## src/rtl/hazard_controller_if.sv

```systemverilog
// hazard_controller_if
//   Bundles the pipeline-facing signals of the hazard/trap controller.
//   master : pipeline / CSR side (drives requests, consumes stall/flush/trap)
//   slave  : hazard_controller
// Requests : excValid, excCause, mretSignal, branchValid, stallControl,
//            srcValid, srcReg, loadValid, loadDest, trapAck
// Controls : stall, flush, controlReset, trapValid, mcause, busy
interface hazard_controller_if #(
  parameter int STAGES  = 4,
  parameter int NUM_SRC = 2,
  parameter int CAUSE_W = 4
);
  logic [STAGES-1:0]         excValid;
  logic [STAGES*CAUSE_W-1:0] excCause;
  logic                      mretSignal;
  logic                      branchValid;
  logic                      stallControl;
  logic                      srcValid;
  logic [NUM_SRC*5-1:0]      srcReg;
  logic                      loadValid;
  logic [4:0]                loadDest;
  logic                      trapAck;

  logic [STAGES-1:0]         stall;
  logic [STAGES-1:0]         flush;
  logic                      controlReset;
  logic                      trapValid;
  logic [CAUSE_W-1:0]        mcause;
  logic                      busy;

  modport master (
    output excValid, excCause, mretSignal, branchValid, stallControl,
           srcValid, srcReg, loadValid, loadDest, trapAck,
    input  stall, flush, controlReset, trapValid, mcause, busy
  );

  modport slave (
    input  excValid, excCause, mretSignal, branchValid, stallControl,
           srcValid, srcReg, loadValid, loadDest, trapAck,
    output stall, flush, controlReset, trapValid, mcause, busy
  );
endinterface

```

## src/rtl/hazard_controller.sv

```systemverilog
// hazard_controller
//   Pipeline hazard and trap controller. Produces per-stage stall/flush
//   vectors, prioritises exceptions / MRET / branch redirects, runs a
//   load-use interlock and a RUN -> TRAP -> DRAIN trap sequencer that
//   hands the cause to the CSR unit (trapValid/mcause, trapAck).
// Ports:
//   clock : rising-edge clock
//   reset : synchronous, active-low
//   bus   : hazard_controller_if.slave (requests in, stall/flush/trap out)
// Build option:
//   HAZARD_LOAD_USE_EN - when defined, the load-use interlock is built;
//   otherwise srcValid/srcReg/loadValid/loadDest are ignored.
module hazard_controller #(
  parameter int STAGES       = 4,
  parameter int NUM_SRC      = 2,
  parameter int LOAD_LATENCY = 1,
  parameter int CAUSE_W      = 4,
  parameter int DRAIN_CYCLES = 1
) (
  input logic               clock,
  input logic               reset,
  hazard_controller_if.slave bus
);

  typedef enum logic [1:0] {S_RUN, S_TRAP, S_DRAIN} state_t;

  localparam logic [3:0] DRAIN_INIT = 4'(DRAIN_CYCLES - 1);

  state_t             r_state, w_state_nxt;
  logic [3:0]         r_drain_count, w_drain_nxt;
  logic               r_trap_valid, w_tv_nxt;
  logic [CAUSE_W-1:0] r_mcause, w_cause_nxt;

  logic [STAGES-1:0]  w_stall, w_flush;
  logic               w_ctrl_rst;
  logic [3:0]         w_exc_idx, w_flush_lim;
  logic               w_exc_any, w_take, w_redirect;

`ifdef HAZARD_LOAD_USE_EN
  localparam logic [2:0] LU_INIT = 3'(LOAD_LATENCY - 1);
  logic [2:0] r_lu_count, w_lu_nxt;
  logic       w_lu_hazard, w_lu_match;

  always_comb begin
    w_lu_match = 1'b0;
    for (int unsigned k = 0; k < NUM_SRC; k++) begin
      if (bus.srcReg[k*5 +: 5] != 5'd0 && bus.srcReg[k*5 +: 5] == bus.loadDest)
        w_lu_match = 1'b1;
    end
    w_lu_hazard = bus.loadValid & bus.srcValid & w_lu_match & (r_lu_count == 3'd0);
  end
`else
  logic w_unused_lu;
  assign w_unused_lu = ^{bus.srcValid, bus.srcReg, bus.loadValid, bus.loadDest};
`endif

  always_comb begin
    w_state_nxt = r_state;
    w_drain_nxt = r_drain_count;
    w_tv_nxt    = r_trap_valid;
    w_cause_nxt = r_mcause;
    w_stall     = '0;
    w_flush     = '0;
    w_ctrl_rst  = 1'b0;
`ifdef HAZARD_LOAD_USE_EN
    w_lu_nxt    = r_lu_count;
`endif

    // Highest-index (oldest) exception wins.
    w_exc_idx = '0;
    w_exc_any = 1'b0;
    for (int unsigned i = 0; i < STAGES; i++) begin
      if (bus.excValid[i]) begin
        w_exc_idx = 4'(i);
        w_exc_any = 1'b1;
      end
    end
    // Back-end exceptions outrank MRET; decode-side ones yield to it.
    w_take      = w_exc_any & ((w_exc_idx >= 4'd2) | ~bus.mretSignal);
    w_redirect  = bus.mretSignal | bus.branchValid;
    w_flush_lim = (w_exc_idx >= 4'(STAGES - 1)) ? 4'(STAGES - 1) : w_exc_idx + 4'd1;

    case (r_state)
      S_RUN: begin
        if (w_take) begin
          for (int unsigned j = 0; j < STAGES; j++) begin
            if (4'(j) <= w_flush_lim) w_flush[j] = 1'b1;
          end
          w_ctrl_rst  = 1'b1;
          w_tv_nxt    = 1'b1;
          w_cause_nxt = bus.excCause[int'(w_exc_idx)*CAUSE_W +: CAUSE_W];
          w_state_nxt = S_TRAP;
`ifdef HAZARD_LOAD_USE_EN
          w_lu_nxt    = '0;
`endif
        end else begin
          if (w_redirect) w_flush[1:0] = '1;
`ifdef HAZARD_LOAD_USE_EN
          // Bubble: hold fetch/decode, squash what enters execute.
          // A redirect in the detection cycle cancels the interlock.
          if (w_lu_hazard || r_lu_count != 3'd0) begin
            w_stall[1:0] = '1;
            if (!bus.stallControl) begin
              w_flush[2] = 1'b1;
              if (r_lu_count != 3'd0) w_lu_nxt = r_lu_count - 3'd1;
              else if (!w_redirect)   w_lu_nxt = LU_INIT;
            end
          end
`endif
        end
      end
      S_TRAP: begin
        w_flush = '1;
        if (bus.trapAck) begin
          w_tv_nxt    = 1'b0;
          w_drain_nxt = DRAIN_INIT;
          w_state_nxt = S_DRAIN;
        end
      end
      S_DRAIN: begin
        w_flush[0] = 1'b1;
        if (!bus.stallControl) begin
          if (r_drain_count == 4'd0) w_state_nxt = S_RUN;
          else                       w_drain_nxt = r_drain_count - 4'd1;
        end
      end
      default: w_state_nxt = S_RUN;
    endcase

    if (bus.stallControl) w_stall = '1;
    w_stall = w_stall & ~w_flush;

    if (!reset) begin
      w_stall    = '0;
      w_flush    = '0;
      w_ctrl_rst = 1'b0;
    end
  end

  always_ff @(posedge clock) begin
    if (!reset) begin
      r_state       <= S_RUN;
      r_drain_count <= '0;
      r_trap_valid  <= 1'b0;
      r_mcause      <= '0;
    end else begin
      r_state       <= w_state_nxt;
      r_drain_count <= w_drain_nxt;
      r_trap_valid  <= w_tv_nxt;
      r_mcause      <= w_cause_nxt;
    end
  end

`ifdef HAZARD_LOAD_USE_EN
  always_ff @(posedge clock) begin
    if (!reset) r_lu_count <= '0;
    else        r_lu_count <= w_lu_nxt;
  end
`endif

  assign bus.stall        = w_stall;
  assign bus.flush        = w_flush;
  assign bus.controlReset = w_ctrl_rst;
  assign bus.trapValid    = r_trap_valid;
  assign bus.mcause       = r_mcause;
  assign bus.busy         = reset & (r_state != S_RUN);

endmodule

```

## src/flat_wrapper.sv

```systemverilog
// flat-port wrapper written by rule: the top's interface ports become plain ports
module hazard_controller_flat 
#(
  parameter int STAGES       = 4,
  parameter int NUM_SRC      = 2,
  parameter int LOAD_LATENCY = 1,
  parameter int CAUSE_W      = 4,
  parameter int DRAIN_CYCLES = 1
)
  (clock, reset, bus_excValid, bus_excCause, bus_mretSignal, bus_branchValid, bus_stallControl, bus_srcValid, bus_srcReg, bus_loadValid, bus_loadDest, bus_trapAck, bus_stall, bus_flush, bus_controlReset, bus_trapValid, bus_mcause, bus_busy);
  hazard_controller_if #(.STAGES(STAGES), .NUM_SRC(NUM_SRC), .CAUSE_W(CAUSE_W)) bus_i ();
  input logic clock;
  input logic reset;
  input wire logic [$bits(bus_i.excValid)-1:0] bus_excValid;
  input wire logic [$bits(bus_i.excCause)-1:0] bus_excCause;
  input wire logic [$bits(bus_i.mretSignal)-1:0] bus_mretSignal;
  input wire logic [$bits(bus_i.branchValid)-1:0] bus_branchValid;
  input wire logic [$bits(bus_i.stallControl)-1:0] bus_stallControl;
  input wire logic [$bits(bus_i.srcValid)-1:0] bus_srcValid;
  input wire logic [$bits(bus_i.srcReg)-1:0] bus_srcReg;
  input wire logic [$bits(bus_i.loadValid)-1:0] bus_loadValid;
  input wire logic [$bits(bus_i.loadDest)-1:0] bus_loadDest;
  input wire logic [$bits(bus_i.trapAck)-1:0] bus_trapAck;
  output wire logic [$bits(bus_i.stall)-1:0] bus_stall;
  output wire logic [$bits(bus_i.flush)-1:0] bus_flush;
  output wire logic [$bits(bus_i.controlReset)-1:0] bus_controlReset;
  output wire logic [$bits(bus_i.trapValid)-1:0] bus_trapValid;
  output wire logic [$bits(bus_i.mcause)-1:0] bus_mcause;
  output wire logic [$bits(bus_i.busy)-1:0] bus_busy;
  assign bus_i.excValid = bus_excValid;
  assign bus_i.excCause = bus_excCause;
  assign bus_i.mretSignal = bus_mretSignal;
  assign bus_i.branchValid = bus_branchValid;
  assign bus_i.stallControl = bus_stallControl;
  assign bus_i.srcValid = bus_srcValid;
  assign bus_i.srcReg = bus_srcReg;
  assign bus_i.loadValid = bus_loadValid;
  assign bus_i.loadDest = bus_loadDest;
  assign bus_i.trapAck = bus_trapAck;
  assign bus_stall = bus_i.stall;
  assign bus_flush = bus_i.flush;
  assign bus_controlReset = bus_i.controlReset;
  assign bus_trapValid = bus_i.trapValid;
  assign bus_mcause = bus_i.mcause;
  assign bus_busy = bus_i.busy;
  hazard_controller #(.STAGES(STAGES), .NUM_SRC(NUM_SRC), .LOAD_LATENCY(LOAD_LATENCY), .CAUSE_W(CAUSE_W), .DRAIN_CYCLES(DRAIN_CYCLES)) u_core (.clock(clock), .reset(reset), .bus(bus_i));
endmodule
```

## config.mk

```make
export PLATFORM = sky130hd
export DESIGN_NAME = hazard_controller_flat
export DESIGN_NICKNAME = d
export VERILOG_FILES = /design/src/rtl/hazard_controller_if.sv /design/src/rtl/hazard_controller.sv /design/src/flat_wrapper.sv
export SDC_FILE = /design/constraint.sdc
export NUM_CORES = 1
export LEC_CHECK = 0
export ABC_AREA = 1
export CAP_MARGIN = 15
export CORE_ASPECT_RATIO = 0.9
export CORE_MARGIN = 8
export CORE_UTILIZATION = 39
export CTS_CLUSTER_DIAMETER = 30
export DETAILED_ROUTE_END_ITERATION = 10
export GPL_ROUTABILITY_DRIVEN = 0
export PLACE_DENSITY = 0.85
export SLEW_MARGIN = 20
export SYNTH_ARGS = -nofsm -noshare
export SYNTH_HDL_FRONTEND = slang
export SYNTH_SLANG_ARGS = --single-unit
export TNS_END_PERCENT = 5
```

## constraint.sdc

```tcl
create_clock -name clock -period 2.4 [get_ports clock]
set_input_delay 0.24 -clock clock [delete_from_list [all_inputs] [get_ports clock]]
set_output_delay 0.24 -clock clock [all_outputs]
set_load 0.01 [all_outputs]
```

==> results <==
[layout by cell type, fill, tap and decap left out]
cell	instances
a21oi_1	4
a21oi_2	1
buf_4	1
clkbuf_4	3
clkdlybuf4s50_1	40
clkinv_2	1
dfxtp_1	11
ha_1	5
ha_2	1
inv_1	16
inv_2	6
nand2_1	27
nand2_2	2
nand2_4	2
nand3_1	3
nand3_2	1
nand4_1	3
nor2_1	43
nor2_2	1
nor2_4	1
o21ai_1	16
o21ai_2	3
o21ai_4	1
o21bai_1	1
or2_0	1
xor2_1	1
[cell families (layout without fill, tap and decap cells)]
family                     after synthesis  count (layout)  share of synthesized area
AOI/OAI and AO/OA                       26              26                      0.174
adders and majority gates                6               6                     0.0820
and+or+nand+nor                         84              84                      0.399
xor gates and xnor gates                 1               1                    0.00956
DFF                                     11              11                      0.240
buffers and inverters                   23              67                     0.0956
[power groups by stage]
| stage | combinational (mW) | clock (mW) | sequential (mW) |
|---|---|---|---|
| after floorplan | 0.583 | 0 | 0.311 |
| after global placement | 0.887 | 0 | 0.301 |
| after detailed placement | 0.912 | 0 | 0.307 |
| after CTS | 0.927 | 0.131 | 0.304 |
| after global routing | 1.05 | 0.141 | 0.310 |
| final | 0.938 | 0.125 | 0.305 |
[critical path, stage by stage (launching register included)]
cell             delay [ps]
dfxtp_1                 390
inv_1                    90
ha_1                    250
inv_2                   120
nand2_1                  80
o21ai_1                 100
inv_1                    50
nor2_1                   80
clkdlybuf4s50_1         540
[metal layers]
layer,up-vias,share of wire,track usage
met5,-,0,0
met4,0,0.0068,0.0208
met3,6,0.088,0.0645
met2,50,0.50,0.253
met1,467,0.40,0.122
li1,562,-,-
[final cells by class]
cell class	instances	area share
clock buffers	3	0.0163
flip-flops and latches	11	0.159
repair buffers	41	0.295
multi-input cells	117	0.442
inverters	22	0.0597
well taps	27	0.0244
clock inverters	1	0.00362
[what timing repair did]
item,CTS,global route
hold endpoints to repair,0,0
endpoints found under the setup margin,0,2
gates resized for setup,0,2
[registers in the layout (all words and copies together) (netlist names)]
register	count
u_core.bus.trapValid	1
u_core.bus.mcause	4
u_core.r_drain_count	4
u_core.r_state	2
[worst max-delay path by stage]
stage	to	start	cells after the start	slack (ps)
6_report	bus_stall[3]	u_core.r_state[1]	8	200
4_1_cts	bus_flush[2]	u_core.r_state[0]	7	90
2_1_floorplan	bus_flush[2]	u_core.r_state[0]	6	1000
5_1_grt	bus_stall[3]	u_core.r_state[1]	8	40
3_3_place_gp	bus_stall[0]	bus_excValid[2]	7	220
3_5_place_dp	bus_stall[0]	bus_excValid[2]	7	190
[metrics by stage]
stage	instances	hold slack, ps
final	222	472
after global routing	222	491
after CTS	222	473
after detailed placement	218	462
after global placement	218	468
after floorplan	151	462
==> run metrics <==
asr flop ratio synth=0; Post-route DRC=0; status=finished, final reports clean; cell area after synthesis=slightly above 900 um^2; top-area cell type share of the netlist area=0.240; Core Footprint=about 2200 um^2; syn_nets=200; Detailed Route WL=2650 um; Post-CTS Hold Buffers=0; combinational share of power=0.686; Final setup violation count=0; H-tree levels=1; Critical R2R Launch=u_core.r_state[1]; Avg Inst Size Synth=about 6.1 um^2; pre-CTS setup slack=191 ps; crit path max fanout=6; unrepaired setup endpoints after global routing=false; 1st-iter DRT viols=35; total power draw=1.37 mW; # rows=16; Initial Utilization=0.416; post-synthesis sequential element count=11; Slew @ Worst Pin=333 ps; PwrDens=between 900 and 1000 nW/um^2; total of max-cap violations=0; clk sinks=11; Clock transition at path regs=70 ps; ranking of synthesized cells by area=dfxtp_1 24%, nor2_1 18%, nand2_1 11%; Sw Pwr=~0.64 mW; FMAX=about 0.45 GHz; CTS Buffer Depth=2; Multi-input gate area=a little over 600 um^2; WS Path Type=reg -> out; Final Core Density=0.628; post-synthesis sequential area ratio=0.240; Synth top cells by count=43 x nor2_1, 27 x nand2_1, 17 x inv_1, 16 x o21ai_1, 11 x dfxtp_1; worst r2r path cells=9; count leader, synth=nor2_1; first-pass GRT wire length=around 4300 um; clock tree from TritonCTS=done; Pleak=roughly 0.65 nW; clock latency on the worst-skew pair=between 200 and 300 ps; EDFF count, synth=0; detailed placer's ending HPWL=about 2200 um; Routed WL per cell=roughly 12 um; Total Routing Usage GR=0.130; placed instance area=between 1000 and 1500 um^2; hold path depth=2; Post-Synthesis Cells=151; Fill cells=210; CP required=~2200 ps; via/cell ratio=a little under 5; clock share of power=0.091; largest net degree at the start of global routing=10; n_diodes=0; DRT antenna net count=0; Setup Skew=5.08 ps; Setup Fix Bufs, Post-CTS=0; nets=between 200 and 250; HP Class=reg -> reg; Startpoint Class=register; chip width=approximately 67 um; FF-to-FF setup slack=approximately 920 ps; Pre-antenna DRT Iters=7; Ys Warns=0; port bufs=40; die area=between 4000 and 5000 um^2; setup tns final=0 ps; minimum clock period=between 2000 and 2500 ps; Net Sw Frac=0.465; Seq. cell area=around 220 um^2; via count=between 1000 and 1500; Synth Flop Type=dfxtp_1; number of global-route vias before repair=1054; Area Overhead vs Synth=51.0%; total CTS buffers=3; hold path start=u_core.bus.trapValid; DIE HEIGHT=between 60 and 70 um; Final Worst Setup Slack=198 ps; Max-slew headroom=0.778; Max VDD drop=between 0.0006 and 0.0007 V; synth unique cells=22; final hold violations=0; total gr overflow=0; layout cells sized above 1=0.123; FF-to-FF End=u_core.r_drain_count[3]; fin crit share=0.918; Max Slew Vio Count=0; Sequential Power Share=0.223; Root Buffer Master=clkbuf_4; cell taking the most area after synthesis=dfxtp_1; antenna violations before repair=0; hold endpoint=u_core.bus.trapValid; Power Internal=approximately 0.73 mW; CP endpoint kind=output pin; arrival time of the worst setup path=slightly below 2000 ps; Final Instance Area=between 1000 and 1500 um^2; I/O Pins=58
(Power assumes the default switching activity.)
